===== config.mk =====
export PLATFORM = sky130hd
export DESIGN_NAME = inst_fetch_flat
export DESIGN_NICKNAME = d
export VERILOG_FILES = /design/src/rtl/inst_fetch_pkg.sv /design/src/rtl/inst_fetch_if.sv /design/src/rtl/inst_fetch.sv /design/src/flat_wrapper.sv
export SDC_FILE = /design/constraint.sdc
export NUM_CORES = 1
export LEC_CHECK = 0
export CORE_AREA = 2 2 99 92
export CTS_CLUSTER_DIAMETER = 80
export DETAILED_ROUTE_END_ITERATION = 12
export DIE_AREA = 0 0 101 94
export DONT_BUFFER_PORTS = 1
export GPL_TIMING_DRIVEN = 0
export PLACE_DENSITY = 0.79
export RECOVER_POWER = 50
export SLEW_MARGIN = 20
export SYNTH_ARGS = -nofsm -noshare
export SYNTH_HDL_FRONTEND = slang
export SYNTH_SLANG_ARGS = --single-unit
export TNS_END_PERCENT = 30

===== constraint.sdc =====
create_clock -name clk -period 3.5 [get_ports clk]
set_input_delay 0.35 -clock clk [delete_from_list [all_inputs] [get_ports clk]]
set_output_delay 0.35 -clock clk [all_outputs]
set_load 0.01 [all_outputs]

===== src/rtl/inst_fetch_pkg.sv =====
// Shared types and constants for the instruction-fetch stage.
// Imported by the fetch interface and the fetch stage itself.
package inst_fetch_pkg;

  localparam int          INST_W       = 32;
  localparam logic [31:0] RESET_PC_DEF = 32'h0000_0000;
  localparam int          NMEM_DEF     = 256;
  localparam logic [31:0] NOP          = 32'h0000_0000;

  typedef enum logic {
    S_RUN   = 1'b0,
    S_FAULT = 1'b1
  } state_t;

  typedef struct packed {
    logic [INST_W-1:0] inst;
    logic [31:0]       pc;
    logic [31:0]       pc4;
  } if_id_t;

  // Misaligned, or beyond the last word backing im.
  function automatic logic is_bad(
    input logic [31:0] pc,
    input logic [31:0] nmem
  );
    return (pc[1:0] != 2'b00) ||
           ({2'b00, pc[31:2]} >= nmem);
  endfunction

endpackage


===== src/rtl/inst_fetch_if.sv =====
// Fetch-to-decode valid/ready bundle.
// Fetch is the master, decode the slave.
interface inst_fetch_if;
  import inst_fetch_pkg::*;

  logic              out_valid;
  logic              out_ready;
  logic [INST_W-1:0] out_inst;
  logic [31:0]       out_pc;
  logic [31:0]       out_pc4;

  modport master (
    output out_valid,
    output out_inst,
    output out_pc,
    output out_pc4,
    input  out_ready
  );

  modport slave (
    input  out_valid,
    input  out_inst,
    input  out_pc,
    input  out_pc4,
    output out_ready
  );

endinterface


===== src/rtl/inst_fetch.sv =====
// Instruction-fetch stage: owns the pc, reads im,
// registers the word for decode, traps bad pcs.
module inst_fetch
  import inst_fetch_pkg::*;
#(
  parameter logic [31:0] RESET_PC = RESET_PC_DEF,
  parameter int          NMEM     = NMEM_DEF
) (
  input  logic              clk,
  input  logic              rst,
  output logic [31:0]       im_addr,
  input  logic [INST_W-1:0] im_data,
  input  logic              redirect_valid,
  input  logic [31:0]       redirect_pc,
  inst_fetch_if.master      dec,
  output logic              fault,
  output logic [31:0]       fault_pc
);

  localparam logic [31:0] NMEM_W = 32'(NMEM);

  state_t      state;
  state_t      state_nxt;
  logic [31:0] pc;
  if_id_t      ifid;
  logic        out_valid;
  logic        bad;
  logic        can_load;
  logic        fetch_en;
  logic        fault_set;

  assign im_addr  = pc;
  assign bad      = is_bad(pc, NMEM_W);
  assign can_load = !out_valid || dec.out_ready;
  assign fault    = (state == S_FAULT);

  assign dec.out_valid = out_valid;
  assign dec.out_inst  = ifid.inst;
  assign dec.out_pc    = ifid.pc;
  assign dec.out_pc4   = ifid.pc4;

  // Next state: redirect always returns to RUN; RUN fetches or traps.
  always_comb begin
    state_nxt = state;
    fetch_en  = 1'b0;
    fault_set = 1'b0;
    if (redirect_valid) begin
      state_nxt = S_RUN;
    end else begin
      unique case (state)
        S_RUN: begin
          if (can_load) begin
            if (bad) begin
              state_nxt = S_FAULT;
              fault_set = 1'b1;
            end else begin
              fetch_en = 1'b1;
            end
          end
        end
        S_FAULT: begin
          state_nxt = S_FAULT;
        end
      endcase
    end
  end

  // State register.
  always_ff @(posedge clk) begin
    if (rst) state <= S_RUN;
    else     state <= state_nxt;
  end

  // PC: reset, redirect target, or advance on a successful fetch.
  always_ff @(posedge clk) begin
    if (rst)                 pc <= RESET_PC;
    else if (redirect_valid) pc <= redirect_pc;
    else if (fetch_en)       pc <= pc + 32'd4;
  end

  // IF/ID register; redirect flushes only the not-yet-taken slot.
  always_ff @(posedge clk) begin
    if (rst) begin
      out_valid <= 1'b0;
      ifid      <= '{inst: NOP, pc: 32'd0, pc4: 32'd0};
    end else if (redirect_valid) begin
      out_valid <= 1'b0;
    end else if (fetch_en) begin
      out_valid <= 1'b1;
      ifid      <= '{inst: im_data, pc: pc, pc4: pc + 32'd4};
    end else if (fault_set || (out_valid && dec.out_ready)) begin
      out_valid <= 1'b0;
    end
  end

  // Remember which pc trapped; survives redirect for post-mortem.
  always_ff @(posedge clk) begin
    if (rst)            fault_pc <= 32'd0;
    else if (fault_set) fault_pc <= pc;
  end

endmodule


===== src/flat_wrapper.sv =====
// flat-port wrapper written by rule: the top's interface ports become plain ports
module inst_fetch_flat import inst_fetch_pkg::*;
#(
  parameter logic [31:0] RESET_PC = RESET_PC_DEF,
  parameter int          NMEM     = NMEM_DEF
)
  (clk, rst, im_addr, im_data, redirect_valid, redirect_pc, fault, fault_pc, dec_out_valid, dec_out_inst, dec_out_pc, dec_out_pc4, dec_out_ready);
  inst_fetch_if dec_i ();
  input  logic clk;
  input  logic rst;
  output logic [31:0] im_addr;
  input  logic [INST_W-1:0] im_data;
  input  logic redirect_valid;
  input  logic [31:0] redirect_pc;
  output logic fault;
  output logic [31:0] fault_pc;
  output wire logic [$bits(dec_i.out_valid)-1:0] dec_out_valid;
  output wire logic [$bits(dec_i.out_inst)-1:0] dec_out_inst;
  output wire logic [$bits(dec_i.out_pc)-1:0] dec_out_pc;
  output wire logic [$bits(dec_i.out_pc4)-1:0] dec_out_pc4;
  input wire logic [$bits(dec_i.out_ready)-1:0] dec_out_ready;
  assign dec_out_valid = dec_i.out_valid;
  assign dec_out_inst = dec_i.out_inst;
  assign dec_out_pc = dec_i.out_pc;
  assign dec_out_pc4 = dec_i.out_pc4;
  assign dec_i.out_ready = dec_out_ready;
  inst_fetch #(.RESET_PC(RESET_PC), .NMEM(NMEM)) u_core (.clk(clk), .rst(rst), .im_addr(im_addr), .im_data(im_data), .redirect_valid(redirect_valid), .redirect_pc(redirect_pc), .dec(dec_i), .fault(fault), .fault_pc(fault_pc));
endmodule

==> qor.csv <==
metric,value,unit
"EDFF count, synth",0,
Tot GR Track Use,33.17,%
CP Max Fanout,10,
vias per std cell,5.963,
Setup TNS,0,ns
total power,0.003892,W
#FFs+latches synth,160,
final setup fails,0,
post-detailed-route wirelength per cell,20.42,µm
CTS root buf,clkbuf_8,
Routed WL,15900,µm
post-route cell area,0.006681,mm²
antenna-violating nets left,0,
"Net Count, Synth",652,
Die X,101,µm
layout cells sized above 1,6.647,%
Synth Area per Inst,9.214,µm²
Num Clock Sinks,160,
placed wire-length estimate,9589,µm
Iter 0 DRT Violations,158,
Synth Instances,582,
Yosys top cell area share,59.73,%
largest area contributor in the netlist,dfxtp_1,
Main synth FF type,dfxtp_1,
H-Tree Depth,4,
Clock Path Buffers,2,
Residual DRC,0,
CTS Buf Count,17,
Post-DP Area,0.005490,mm²
initial core utilization,63.78,%
startpoint types,flip-flop,
Fmax achieved,0.3781,GHz
Via Count,4645,
PnR worst setup slack,0.8554,ns
type of the worst min-delay path,input pin to flip-flop,
final RePlAce weighted congestion,0.8495,
Yosys warnings,0,
Pre-antenna DRT Iters,5,
Post-synth ARST share,0,%
worst-margin pin slew,0.6170,ns
"most used cell, CP",clkbuf_1,
gr ovfl total,0,
CTS tree,done,
relative slew slack,58.55,%
Die Span Y,94,µm
Netlist cell types,34,
CP Capture Type,flip-flop,
I/O pins,230,
crit share post-route,75.56,%
post_cts resized,0,
Synth top cells by count,"dfxtp_1, nand2_1, a21oi_1",
Worst VDD drop,427.2,µV
RSZ-0062 raised after global routing,no,
most common cell in the netlist,dfxtp_1,
largest net degree at the start of global routing,17,
max-slew violation count,0,
Critical Path AT,3.02,ns
Pwr Density,582.5,mW/mm²
crit path buf inv count,2,
Site Rows,32,
Top delay family on crit path,simple AND/OR/NAND/NOR gates,
"Hold Vio Cnt, Final",0,
Slowest Stage Delay on Critical Path,0.58,ns
pre-CTS setup slack,0.9651,ns
synthesized cell area,0.005363,mm²
sequential area share after synthesis,59.73,%
Layout area overhead,24.59,%
crit path time final,2.645,ns
clock skew,0.01213,ns
"Critical Path, Cell by Cell",nor4_1 -> nand4_2 -> or2_2 -> clkbuf_1 -> clkbuf_1 -> nand2_1 -> a21oi_1,
Core Region,0.008408,mm²
Clock transition at path regs,0.06,ns
number of port buffers,0,
Die Area,0.009494,mm²
Clock Latency Late Sink,0.52,ns
Layout Nets,734,
global-route wire length before repair,24050,µm
total of max-cap violations,0,
status,finished clean,
antenna violations before repair,0,
Synth area leaders,"dfxtp_1, nand2_1, a21oi_1",
Crit Path Class,flip-flop to flip-flop,
Slowest cell on crit path,nor4_1,
ANT cells,0,
Worst Path Required,3.88,ns
# Post-CTS Setup Buffers,0,
Leak,2.449,nW
number of global-route vias before repair,4732,
placed cells by master, fill, tap and decap left out, drive strengths merged, types with 4 or more instances in the layout:
master       instances
dlygate4sd3         63
clkinv               4
xnor2                6
nor4                 8
dfxtp              160
buf                 14
a221o                5
nand3                4
clkinvlp             4
a21oi               75
nand2              149
and2                45
inv                  9
clkbuf              47
a211oi               9
o21ai                4
a22o                21
nor2                22
nor3                 7
cell families (layout without fill, tap and decap cells):
group,after synthesis,after routing,share of synthesized area (%)
AND/OR/NAND/NOR,242,242,20.18
flip-flops,160,160,59.73
AO/OA/AOI/OAI,121,121,14.05
buffers and inverters,47,142,3.896
XOR/XNOR,8,8,1.307
adder cells (fa/ha/maj),2,2,0.4666
multiplexers,2,2,0.3733
worst paths after layout:
check | slack, ns | to | startpoint | depth (start not counted)
worst max-delay path | 0.86 | u_core.dec.out_inst[23] | u_core.im_addr[27] | 7
worst min-delay path | 0.03 | u_core.fault | rst | 2
worst max register to register | 0.86 | u_core.dec.out_inst[23] | u_core.im_addr[27] | 7
worst min register to register | 0.50 | u_core.dec.out_pc[2] | u_core.dec.out_pc[2] | 2
sequential cells by signal, summed over array words and instances (netlist names):
register,count
u_core.dec.out_inst,32
u_core.dec.out_pc,30
u_core.dec.out_pc4,32
u_core.dec.out_valid,1
u_core.fault,1
u_core.fault_pc,32
u_core.im_addr,32
routing by layer:
metal	part of all wire [%]	GRT usage (%)	vias to the layer above
met5	0	0	-
met4	3.8	18.13	0
met3	9.8	11.90	54
met2	50	58.22	268
met1	36	34.34	2227
li1	-	-	2096
cell type report:
type	count	area, µm²
Buffer	42	190.2
Sequential cell	160	3203
Timing Repair Buffer	63	630.6
Tap cell	102	127.6
Inverter	5	18.77
Clock inverter	13	128.9
Fill cell	513	1727
Clock buffer	19	431.7
Multi-Input combinational cell	375	1951
power by group:
part | switching [W] | internal (W)
registers | 0.0000681 | 0.00186
logic | 0.000120 | 0.0000979
clock network | 0.000771 | 0.000976
stage by stage:
stage               hold WS [ns]  std cells  utilization, %
CTS                      0.01903        779           79.46
global route             0.02766        779           79.46
floorplan                 0.4755        582               -
detailed placement        0.4784        684           65.30
finish                   0.03277        779           79.46
global placement          0.4764        684           65.30
timing repair:
item | in CTS | in global routing
hold endpoints to repair | 63 | 0
hold buffers | 63 | 0
setup endpoints to repair | 0 | 0
No activity file was read; power rests on OpenSTA's default activity.
